--- config.mk ---
export PLATFORM = sky130hd
export DESIGN_NAME = nes_bus
export DESIGN_NICKNAME = d
export VERILOG_FILES = /design/src/rtl/nes_bus_pkg.sv /design/src/rtl/nes_oam_dma.sv /design/src/rtl/nes_bus.sv
export SDC_FILE = /design/constraint.sdc
export NUM_CORES = 1
export LEC_CHECK = 0
export ABC_AREA = 1
export BUFFER_PORTS_ARGS = -buffer_cell sky130_fd_sc_hd__buf_2
export CORE_MARGIN = 1.5
export CORE_UTILIZATION = 43
export CTS_BUF_LIST = sky130_fd_sc_hd__clkbuf_8
export DETAILED_ROUTE_END_ITERATION = 16
export HOLD_SLACK_MARGIN = 0.05
export PLACE_DENSITY = 0.85
export REMOVE_ABC_BUFFERS = 1
export SYNTH_ARGS = -nofsm -noshare
export SYNTH_HDL_FRONTEND = slang
export SYNTH_HIERARCHICAL = 1
export SYNTH_SLANG_ARGS = --single-unit
--- constraint.sdc ---
create_clock -name clock -period 2.9 [get_ports clock]
set_clock_uncertainty 0.15 [all_clocks]
set_input_delay 0.29 -clock clock [delete_from_list [all_inputs] [get_ports clock]]
set_output_delay 0.29 -clock clock [all_outputs]
set_load 0.005 [all_outputs]
--- src/rtl/nes_bus_pkg.sv ---
// Shared types and constants for the NES CPU bus decoder and its OAM DMA engine.
// Optional OAM DMA engine is enabled with the NES_BUS_OAM_DMA_EN macro.
package nes_bus_pkg;

  typedef enum logic [2:0] {
    REGION_RAM  = 3'd0,
    REGION_PPU  = 3'd1,
    REGION_IO   = 3'd2,
    REGION_PRG  = 3'd3,
    REGION_NONE = 3'd4
  } region_e;

  localparam logic [15:0] RAM_BASE  = 16'h0000;
  localparam logic [15:0] RAM_LIMIT = 16'h1FFF;
  localparam logic [15:0] PPU_BASE  = 16'h2000;
  localparam logic [15:0] PPU_LIMIT = 16'h3FFF;
  localparam logic [15:0] IO_BASE   = 16'h4000;
  localparam logic [15:0] IO_LIMIT  = 16'h401F;
  localparam logic [15:0] PRG_BASE  = 16'h8000;
  localparam logic [15:0] PRG_LIMIT = 16'hFFFF;

  localparam logic [15:0] DMA_TRIG_ADDR = 16'h4014;
  localparam logic [2:0]  OAM_DATA_REG  = 3'd4;

  typedef enum logic [2:0] {
    DMA_IDLE  = 3'd0,
    DMA_HALT  = 3'd1,
    DMA_ALIGN = 3'd2,
    DMA_RD    = 3'd3,
    DMA_WR    = 3'd4
  } dma_state_e;

  // RAM starts at address zero and PRG runs to the top of the map, so those
  // two regions only need their inner bound checked.
  function automatic region_e decode_region(input logic [15:0] addr);
    region_e r;
    if (addr <= RAM_LIMIT) begin
      r = REGION_RAM;
    end else if ((addr >= PPU_BASE) && (addr <= PPU_LIMIT)) begin
      r = REGION_PPU;
    end else if ((addr >= IO_BASE) && (addr <= IO_LIMIT)) begin
      r = REGION_IO;
    end else if (addr >= PRG_BASE) begin
      r = REGION_PRG;
    end else begin
      r = REGION_NONE;
    end
    return r;
  endfunction

endpackage

--- src/rtl/nes_oam_dma.sv ---
// OAM DMA engine: halts the CPU, optionally aligns to the read/write parity,
// then copies 256 bytes from page P to the PPU OAM data register.
module nes_oam_dma
  import nes_bus_pkg::*;
(
  input  logic        clock,
  input  logic        reset_n,
  input  logic        trigger,
  input  logic [7:0]  page,
  output logic        busy,
  output logic        rd_cycle,
  output logic        wr_cycle,
  output logic [15:0] rd_addr
);

  dma_state_e state_q, state_d;
  logic [7:0] idx_q, idx_d;
  logic [7:0] page_q, page_d;
  logic       parity_q, parity_d;
  logic       busy_q, busy_d;
  logic       rd_q, rd_d;
  logic       wr_q, wr_d;

  // Next-state logic for the transfer sequencer and its registered strobes.
  always_comb begin
    state_d  = state_q;
    idx_d    = idx_q;
    page_d   = page_q;
    parity_d = ~parity_q;
    case (state_q)
      DMA_IDLE: begin
        if (trigger) begin
          state_d = DMA_HALT;
          page_d  = page;
        end else begin
          state_d = DMA_IDLE;
        end
      end
      DMA_HALT: begin
        if (parity_q) begin
          state_d = DMA_ALIGN;
        end else begin
          state_d = DMA_RD;
        end
      end
      DMA_ALIGN: state_d = DMA_RD;
      DMA_RD:    state_d = DMA_WR;
      DMA_WR: begin
        if (idx_q == 8'hFF) begin
          state_d = DMA_IDLE;
          idx_d   = 8'h00;
        end else begin
          state_d = DMA_RD;
          idx_d   = idx_q + 8'h01;
        end
      end
      default: begin
        state_d = DMA_IDLE;
        idx_d   = 8'h00;
      end
    endcase
    busy_d = (state_d != DMA_IDLE);
    rd_d   = (state_d == DMA_RD);
    wr_d   = (state_d == DMA_WR);
  end

  // Sequencer state, transfer index, page and parity registers.
  always_ff @(posedge clock or negedge reset_n) begin
    if (!reset_n) begin
      state_q  <= DMA_IDLE;
      idx_q    <= 8'h00;
      page_q   <= 8'h00;
      parity_q <= 1'b0;
      busy_q   <= 1'b0;
      rd_q     <= 1'b0;
      wr_q     <= 1'b0;
    end else begin
      state_q  <= state_d;
      idx_q    <= idx_d;
      page_q   <= page_d;
      parity_q <= parity_d;
      busy_q   <= busy_d;
      rd_q     <= rd_d;
      wr_q     <= wr_d;
    end
  end

  assign busy     = busy_q;
  assign rd_cycle = rd_q;
  assign wr_cycle = wr_q;
  assign rd_addr  = {page_q, idx_q};

endmodule

--- src/rtl/nes_bus.sv ---
// NES CPU bus: address decode to RAM/PPU/IO/PRG, registered read-return
// region, open-bus latch, and (with NES_BUS_OAM_DMA_EN) the OAM DMA engine.
module nes_bus
  import nes_bus_pkg::*;
(
  input  logic        clock,
  input  logic        reset_n,
  input  logic [15:0] cpu_address,
  input  logic [7:0]  cpu_o_data,
  input  logic        cpu_wren,
  input  logic        cpu_read,
  output logic [7:0]  cpu_i_data,
  output logic        cpu_ready,
  output logic [10:0] ram_address,
  output logic [7:0]  ram_o_data,
  output logic        ram_wren,
  input  logic [7:0]  ram_i_data,
  output logic [2:0]  ppu_reg,
  output logic [7:0]  ppu_o_data,
  output logic        ppu_wren,
  output logic        ppu_read,
  input  logic [7:0]  ppu_i_data,
  output logic [4:0]  io_address,
  output logic [7:0]  io_o_data,
  output logic        io_wren,
  output logic        io_read,
  input  logic [7:0]  io_i_data,
  output logic [14:0] prg_address,
  input  logic [7:0]  prg_i_data
);

  logic        dma_busy_s, dma_rd_s, dma_wr_s, dma_trigger_s;
  logic [15:0] dma_addr_s;

  logic        cpu_rd_ok_s, cpu_wr_ok_s;
  logic [15:0] bus_addr_s;
  logic        bus_rd_s, bus_wr_s;
  region_e     region_s;
  logic [7:0]  rdata_s;

  region_e     region_q, region_d;
  logic        read_q, read_d;
  logic [7:0]  open_bus_q, open_bus_d;

`ifdef NES_BUS_OAM_DMA_EN
  assign dma_trigger_s = cpu_wren & cpu_ready & reset_n & (cpu_address == DMA_TRIG_ADDR);

  nes_oam_dma u_oam_dma (
    .clock    (clock),
    .reset_n  (reset_n),
    .trigger  (dma_trigger_s),
    .page     (cpu_o_data),
    .busy     (dma_busy_s),
    .rd_cycle (dma_rd_s),
    .wr_cycle (dma_wr_s),
    .rd_addr  (dma_addr_s)
  );
`else
  assign dma_trigger_s = 1'b0;
  assign dma_busy_s    = 1'b0;
  assign dma_rd_s      = 1'b0;
  assign dma_wr_s      = 1'b0;
  assign dma_addr_s    = 16'h0000;
`endif

  assign cpu_ready = ~dma_busy_s;

  // Choose the bus master (DMA read slot or CPU) and gate CPU strobes.
  always_comb begin
    cpu_rd_ok_s = cpu_read & cpu_ready & reset_n;
    cpu_wr_ok_s = cpu_wren & cpu_ready & reset_n;
    if (dma_rd_s) begin
      bus_addr_s = dma_addr_s;
      bus_rd_s   = 1'b1;
      bus_wr_s   = 1'b0;
    end else begin
      bus_addr_s = cpu_address;
      bus_rd_s   = cpu_rd_ok_s;
      bus_wr_s   = cpu_wr_ok_s & ~dma_trigger_s;
    end
    region_s = decode_region(bus_addr_s);
  end

  // Return data follows the region registered on the previous edge.
  always_comb begin
    case (region_q)
      REGION_RAM: rdata_s = ram_i_data;
      REGION_PPU: rdata_s = ppu_i_data;
      REGION_IO:  rdata_s = io_i_data;
      REGION_PRG: rdata_s = prg_i_data;
      default:    rdata_s = open_bus_q;
    endcase
  end

  assign cpu_i_data = rdata_s;

  // Drive each device port; strobes reach only the selected region.
  always_comb begin
    ram_address = bus_addr_s[10:0];
    ram_o_data  = cpu_o_data;
    ram_wren    = bus_wr_s && (region_s == REGION_RAM);
    ppu_read    = bus_rd_s && (region_s == REGION_PPU);
    if (dma_wr_s) begin
      ppu_reg    = OAM_DATA_REG;
      ppu_o_data = rdata_s;
      ppu_wren   = 1'b1;
    end else begin
      ppu_reg    = bus_addr_s[2:0];
      ppu_o_data = cpu_o_data;
      ppu_wren   = bus_wr_s && (region_s == REGION_PPU);
    end
    io_address  = bus_addr_s[4:0];
    io_o_data   = cpu_o_data;
    io_wren     = bus_wr_s && (region_s == REGION_IO);
    io_read     = bus_rd_s && (region_s == REGION_IO);
    prg_address = bus_addr_s[14:0];
  end

  // Open-bus latch tracks the last byte driven onto or returned by the bus;
  // a write in the same cycle as a returning read is the later event.
  always_comb begin
    region_d = region_s;
    read_d   = bus_rd_s;
    if (dma_wr_s) begin
      open_bus_d = rdata_s;
    end else if (cpu_wr_ok_s) begin
      open_bus_d = cpu_o_data;
    end else if (read_q) begin
      open_bus_d = rdata_s;
    end else begin
      open_bus_d = open_bus_q;
    end
  end

  // Read-return region, read-pending flag and open-bus registers.
  always_ff @(posedge clock or negedge reset_n) begin
    if (!reset_n) begin
      region_q   <= REGION_RAM;
      read_q     <= 1'b0;
      open_bus_q <= 8'h00;
    end else begin
      region_q   <= region_d;
      read_q     <= read_d;
      open_bus_q <= open_bus_d;
    end
  end

endmodule

Yosys cells after proc, flatten, opt, wreduce, memory -nomap -nowiden. Cells that the tools add are included.

Bits in registers: 12. Bits of input ports: 60. Word-level logic and storage cells: 33.

$lt $le $gt $ge: 6. Equality and inequality tests: 5. Multiplexer cells: 7. Bitwise operators: 2. Reduce and logical (&&, ||, !) cells: 10.

Operator list (number): case mux 8 bit (4 select lines) (1); greater-or-equal comparator 16 x 14 -> 1 bit (second input constant) (1); greater-or-equal comparator 16 x 15 -> 1 bit (second input constant) (1); greater-or-equal comparator 16 bit (second input constant) (1); <= comparator 16 x 13 -> 1 bit (second input constant) (1); <= comparator 16 x 14 -> 1 bit (second input constant) (1); <= comparator 16 x 15 -> 1 bit (second input constant) (1); two-way mux 8 bit (2); two-way mux 3 bit (4); == test 3 x 2 -> 1 bit (second input constant) (3); logical AND 1 bit (7); == test 3 x 1 -> 1 bit (second input constant) (2); zero test 3 bit (2); bitwise AND 1 bit (2); nonzero test 2 bit (1).

Longest topological paths before layout. Gate-level depths: netlist of the first run.

Word-level depth: 7. Mapped depth: 9. Gate-level depth less buffers: 7.

Worst setup path before layout of the first run. OpenSTA, ideal clock, no wires.

Path kind: register to output. From: reg region_q[1]. To: out cpu_i_data[5]. Data arrival time: 971 ps. Data required time: 2460 ps. Path slack: 1489 ps. Stages on the path, launching flop included: 8. Path buffers: 2. Cells stage by stage: dfrtp_1 buf_6 nor2_8 buf_8 nand3_1 nand2_1 nor2_2 nand2_2.

Cells in the longest elaborated chain, start to end: 2. Elaborated cells on any way between the ends: 5. Classes of those cells: eq/ne (3); mux (1); reduce/logical (1).

RTL lines: from (decl) (line nes_bus.sv:41) `region_e region_q, region_d;`; from (signal assigned) (line nes_bus.sv:142) `region_q <= region_d;`; == test 3 x 2 -> 1 bit, or another cell as far along (line nes_bus.sv:86) `case (region_q)`; case mux 8 bit (4 select lines) * (line nes_bus.sv:86); to (decl) (line nes_bus.sv:12) `output logic [7:0] cpu_i_data,`.

Every way passes the cells marked *; elsewhere a longest branch is shown, timed or not.

Worst setup path after layout of the first run.
From: in reset_n. To: out ram_wren.

Cells in the longest elaborated chain, start to end: 2.

RTL lines: from (decl) (line nes_bus.sv:7) `input logic reset_n,`; bitwise AND 1 bit (line nes_bus.sv:71) `cpu_wr_ok_s = cpu_wren & cpu_ready & reset_n;`; logical AND 1 bit (line nes_bus.sv:101) `ram_wren = bus_wr_s && (region_s == REGION_RAM);`; to (decl) (line nes_bus.sv:16) `output logic ram_wren,`.

Every way passes these cells.

==> results of run 1 <==
logic make-up (layout without fill, tap and decap cells):
kind of cell	Yosys count	in the layout	synth area share (%)
buffers and inverters	84	126	38.1
flip-flops	12	12	19.4
AND/OR/NAND/NOR	132	132	41.0
other	1	1	0.242
AO/OA/AOI/OAI	2	2	1.37
worst max-delay path: stages:
cell           delay, ns
dlygate4sd3_1       0.52
buf_2               0.10
buf_4               0.27
nand2_1             0.31
nor4_1              0.24
buf_2               0.16
final cells by class:
type                            count  share of cell area (%)
Multi-Input combinational cell    135                    39.6
Timing Repair Buffer              109                    33.2
Sequential cell                    12                    18.0
Tap cell                           46                    3.45
Inverter                           14                    3.30
Clock buffer                        3                    2.48
state kept, by name, indices dropped and copies added, names as in the netlist:
| register | count |
|---|---|
| read_q | 1 |
| region_q | 3 |
| open_bus_q | 8 |
path summary, 6_finish.rpt:
kind,start,end,slack (ns),depth (start not counted)
worst max-delay path,reset_n,ram_wren,0.57,6
worst min-delay path,cpu_read,read_q$_DFF_PN0_,0.13,3
worst max register to register,region_q[0]$_DFF_PN0_,open_bus_q[3]$_DFFE_PN0P_,1.17,7
worst min register to register,open_bus_q[4]$_DFFE_PN0P_,open_bus_q[4]$_DFFE_PN0P_,0.43,4
max in group asynchronous,reset_n,region_q[0]$_DFF_PN0_,1.98,3
min in group asynchronous,reset_n,open_bus_q[1]$_DFFE_PN0P_,0.41,3
per-stage QoR:
stage	setup WS, ns	instances	hold slack, ns
after floorplan	1.37	161	-0.156
after global placement	1.05	315	0.116
after detailed placement	1.00	315	0.118
after CTS	0.576	319	0.134
after global routing	0.392	319	0.174
final	0.565	319	0.135
power by group:
group          total, mW  internal (mW)  switching [mW]
Combinational      0.208         0.0950           0.113
Sequential         0.209          0.188          0.0214
Clock              0.148         0.0912          0.0570
layer usage:
layer  track usage, %  up-vias
met1             22.7      643
met4             7.78        0
met3             6.43        7
met5                0        -
met2             30.6       98
li1                 -      765
placed cells by master, fill, tap and decap left out, drive strengths merged:
cell	count
buf	108
nor2	20
nand4	16
dfrtp	12
clkbuf	3
inv	13
conb	1
a21oi	1
o21ai	1
nand3	35
clkinv	1
dlygate4sd3	1
nand2	60
nor4	1
==> impl_metrics.json, run 1 <==
{
  "finalWirelength_um": 3830,
  "die-area_um2": 3980,
  "clk-insertion-delay-late_ns": 0.24,
  "most_frequent_cell_after_synthesis": "buf_4",
  "routabilityCongestion": 0.770,
  "synth_area_leaders": "buf_4 (29%), dfrtp_1 (19%), nand2_1 (13%)",
  "rsz0062_at_grt": "no",
  "register_area_um2": 300,
  "boundaryPins": 132,
  "route.met3.wl_um": 425,
  "worst_setup_path_end_kind": "output port",
  "grt_pass1_wl_um": 6000,
  "core_area_um2": 3390,
  "synth.lib_cells_used.distinct": 21,
  "proportion_of_synthesized_flip_flops_having_asynchronous_set_or_reset_pct": 100,
  "cts_hold_buffers": 1,
  "cts.repair.resized": 0,
  "routed.top_layer": "met4",
  "post_drt_via_cell_ratio": 4.74,
  "timing.critical_path.fanout_max": 23,
  "yosys_warnings": 6,
  "clockBufferDepth": 2,
  "tightest_slew_ns": 0.661,
  "routed_wire_length_per_instance_um": 12.0,
  "timing.setup.critical_path_class": "input pin to output port",
  "cellLeakagePower_nw": 1.01,
  "postCtsSetupBuffers": 0,
  "cts.sink_count": 12,
  "nNetsFinal": 335,
  "setup.worst_path.start_class": "input pin",
  "post-synth-top-area-fraction_pct": 29.0,
  "powerDensity_nw_per_um2": 339,
  "timing_hold_violations_final": 0,
  "outcome": "complete, no violations",
  "antenna_left": 0,
  "vdd.ir_drop.worst_uv": 170,
  "cts_htree_levels": 1,
  "worst_ep_required_time_ns": 2.46,
  "final_period_minus_worst_setup_slack_ns": 2.33,
  "root_buffer": "clkbuf_8",
  "synth_largest_area_cell": "buf_4",
  "setup_total_negative_slack_ns": 0,
  "worst-endpoint-arrival_ns": 1.89,
  "detailed_place.area_um2": 1620,
  "part_of_the_yosys_area_used_for_sequential_elements_pct": 19.4,
  "synth_cells": 231,
  "synth_enable_flop_cells": 0,
  "place.port_buffers": 107,
  "layout-drive-gt1-share_pct": 47.3,
  "floorplan.die.width_um": 63.1,
  "synthesis.area_per_instance_um2": 6.72,
  "final_util_pct": 49.2,
  "num-fill-cells": 358,
  "area_taken_by_multi_input_logic_gates_um2": 661,
  "grt_overflow": 0,
  "antenna_found_initial": 0,
  "global_route_usage_sum_pct": 18.8,
  "hold_class": "input pin to flip-flop",
  "finalCritPeriodShare_pct": 80.5,
  "setup-violations-final": 0,
  "initial_utilization_pct": 45.8,
  "max_freq_mhz": 428,
  "postSynthRegisterBits": 12,
  "num_antenna_cells": 0,
  "finalMaxSlewViolations": 0,
  "postSynth.topFlopCell": "dfrtp_1",
  "clk_pin_slew_ns": 0.05,
  "final_design_area_no_fill_um2": 1670,
  "tritoncts_clock_tree": "built",
  "num_rows": 21,
  "maxCapViolations": 0,
  "die_h_um": 63.1,
  "grt_max_degree": 24,
  "first_global_vias": 1313,
  "num_vias": 1513,
  "max_slew_margin_pct": 55.9,
  "wl_met1_um": 1540,
  "remaining_drc_errors": 0,
  "syn_area_um2": 1550,
  "hpwl_after_dpl_um": 2990,
  "report.power.total_mw": 0.565,
  "synthesis_to_layout_area_growth_pct": 7.50,
  "drt_pre_antenna_iters": 4,
  "met2_length_um": 1800,
  "synth.top_cells.by_count": "buf_4 (60), nand2_1 (53), nand3_1 (34), nand4_1 (16), nor2_1 (13)",
  "drt_iter0_drc": 113,
  "number_of_buffers_created_by_cts": 3
}
(Power assumes the default switching activity.)
==> inputs of run 2 (changes only) <==
CORE_UTILIZATION = 40   (was 43)
PLACE_DENSITY = 0.79   (was 0.85)
clock period = 2.2 ns   (was 2.9 ns; I/O delays follow)
==> impl_metrics.json, run 2 (same netlist as run 1, synthesis figures left out) <==
{
  "outcome": "complete, no violations",
  "die_h_um": 65.3,
  "num_vias": 1493,
  "worst_r2r_startpoint": "region_q[0]$_DFF_PN0_",
  "detailed_place.area_um2": 1630,
  "tightest_slew_ns": 0.526,
  "startpoint_of_the_worst_hold_path": "cpu_read",
  "finalMaxSlewViolations": 0,
  "setup_total_negative_slack_ns": 0,
  "floorplan.die.width_um": 65.3,
  "drt_iter0_drc": 62,
  "cts.sink_count": 12,
  "timing.critical_path.fanout_max": 17,
  "area_taken_by_multi_input_logic_gates_um2": 661,
  "num_rows": 22,
  "reg2reg_slack_ns": 0.49,
  "biggestRegsByFlops": "open_bus_q (8), region_q (3), read_q (1)",
  "worst_ep_required_time_ns": 1.83,
  "critical_path.reg2reg.endpoint": "open_bus_q[3]$_DFFE_PN0P_",
  "cts.repair.resized": 0,
  "clk_pin_slew_ns": 0.06,
  "tritoncts_clock_tree": "built",
  "timing.hold.worst_path_depth": 3,
  "worst_setup_path_end_kind": "output port",
  "mostFrequentLayoutCell": "buf_2",
  "die-area_um2": 4260,
  "commonest_cells_after_routing_fill_and_taps_aside": "buf_2 (107), nand2_1 (53), nand3_1 (34), nand4_1 (16), nor2_1 (13)",
  "post_drt_via_cell_ratio": 4.62,
  "drt_pre_antenna_iters": 4,
  "num-fill-cells": 426,
  "synthesis_to_layout_area_growth_pct": 9.03,
  "logic_depth_of_the_worst_register_to_register_path": 7,
  "finalCritPeriodShare_pct": 95.1,
  "grt_overflow": 0,
  "routed_wire_length_per_instance_um": 12.0,
  "largest_reg_flops": 8,
  "num_antenna_cells": 0,
  "core_area_um2": 3690,
  "hold_class": "input pin to flip-flop",
  "hpwl_after_dpl_um": 3140,
  "rsz0062_at_grt": "no",
  "timing.setup.critical_path_class": "flip-flop to output port",
  "maxCapViolations": 0,
  "cellLeakagePower_nw": 1.02,
  "postCtsSetupBuffers": 0,
  "worst-endpoint-arrival_ns": 1.72,
  "final_design_area_no_fill_um2": 1690,
  "cts_htree_levels": 1,
  "routabilityCongestion": 0.760,
  "antenna_found_initial": 0,
  "worst_hold_path_endpoint": "read_q$_DFF_PN0_",
  "max_freq_mhz": 478,
  "place.port_buffers": 107,
  "remaining_drc_errors": 0,
  "root_buffer": "clkbuf_8",
  "clockBufferDepth": 2,
  "setup.worst_path.start_class": "flip-flop",
  "boundaryPins": 132,
  "cts_hold_buffers": 1,
  "initial_utilization_pct": 42.1,
  "number_of_buffers_created_by_cts": 3,
  "first_global_vias": 1246,
  "max_flop_register": "open_bus_q",
  "grt_max_degree": 23,
  "powerDensity_nw_per_um2": 469,
  "register_area_um2": 300,
  "final_period_minus_worst_setup_slack_ns": 2.09,
  "global_route_usage_sum_pct": 18.0,
  "setup-violations-final": 0,
  "antenna_left": 0,
  "layout-drive-gt1-share_pct": 47.6,
  "timing_hold_violations_final": 0,
  "finalWirelength_um": 3890,
  "nNetsFinal": 336,
  "vdd.ir_drop.worst_uv": 252,
  "max_slew_margin_pct": 64.9,
  "grt_pass1_wl_um": 5910,
  "clk-insertion-delay-late_ns": 0.25
}
## run 2: cell count changes in the layout (fill, tap and decap cells not counted)
cell / previous run / this run
clkbuf_8: 3 / 4
buf_4: 1 / 2
## run 2: cell type report
type,count,area share [%]
Multi-Input combinational cell,135,39.1
Timing Repair Buffer,110,33.1
Sequential cell,12,17.8
Tap cell,48,3.55
Clock buffer,4,3.25
Inverter,14,3.25
## run 2: worst max path at each step
stage / end / start / cells past startpoint
final: cpu_i_data[3] / region_q[0]$_DFF_PN0_ / 6
after global placement: cpu_i_data[3] / region_q[0]$_DFF_PN0_ / 6
after CTS: cpu_i_data[3] / region_q[0]$_DFF_PN0_ / 6
after floorplan: cpu_i_data[1] / region_q[0]$_DFF_PN0_ / 5
after detailed placement: cpu_i_data[3] / region_q[0]$_DFF_PN0_ / 6
after global routing: cpu_i_data[3] / region_q[0]$_DFF_PN0_ / 6
## run 2: metal layers
layer / track usage [%] / wire length, µm / vias to the layer above
li1: - / - / 770
met3: 7.71 / 476 / 5
met5: 0 / 0 / -
met2: 26.4 / 1660 / 82
met4: 7.03 / 60 / 0
met1: 23.3 / 1690 / 636
## run 2: report_power, final
| part | leakage [nW] | total (mW) | internal (mW) | switching (mW) |
|---|---|---|---|---|
| Clock | 0.0288 | 0.247 | 0.159 | 0.0885 |
| Combinational | 0.847 | 0.275 | 0.126 | 0.148 |
| Sequential | 0.147 | 0.271 | 0.247 | 0.0239 |
| Total | 1.02 | 0.793 | 0.532 | 0.261 |
## run 2: worst max-delay path, cell delays in order (launching register included)
cell and delay [ns]:
dfrtp_1 0.67, inv_2 0.25, nand3_1 0.14, nand2_1 0.05, nor2_1 0.16, nand2_2 0.07, buf_2 0.13
## run 2: per-stage QoR
stage	power (mW)	hold slack, ns	util (%)	setup slack (ns)	cells
final	0.793	0.0580	45.9	0.109	323
after global routing	0.854	0.0904	45.9	0.00714	323
after CTS	0.806	0.0506	45.9	0.139	323
after detailed placement	0.550	0.0714	44.1	0.418	318
after global placement	0.548	0.0641	44.1	0.444	318
after floorplan	0.391	-0.226	-	0.736	161
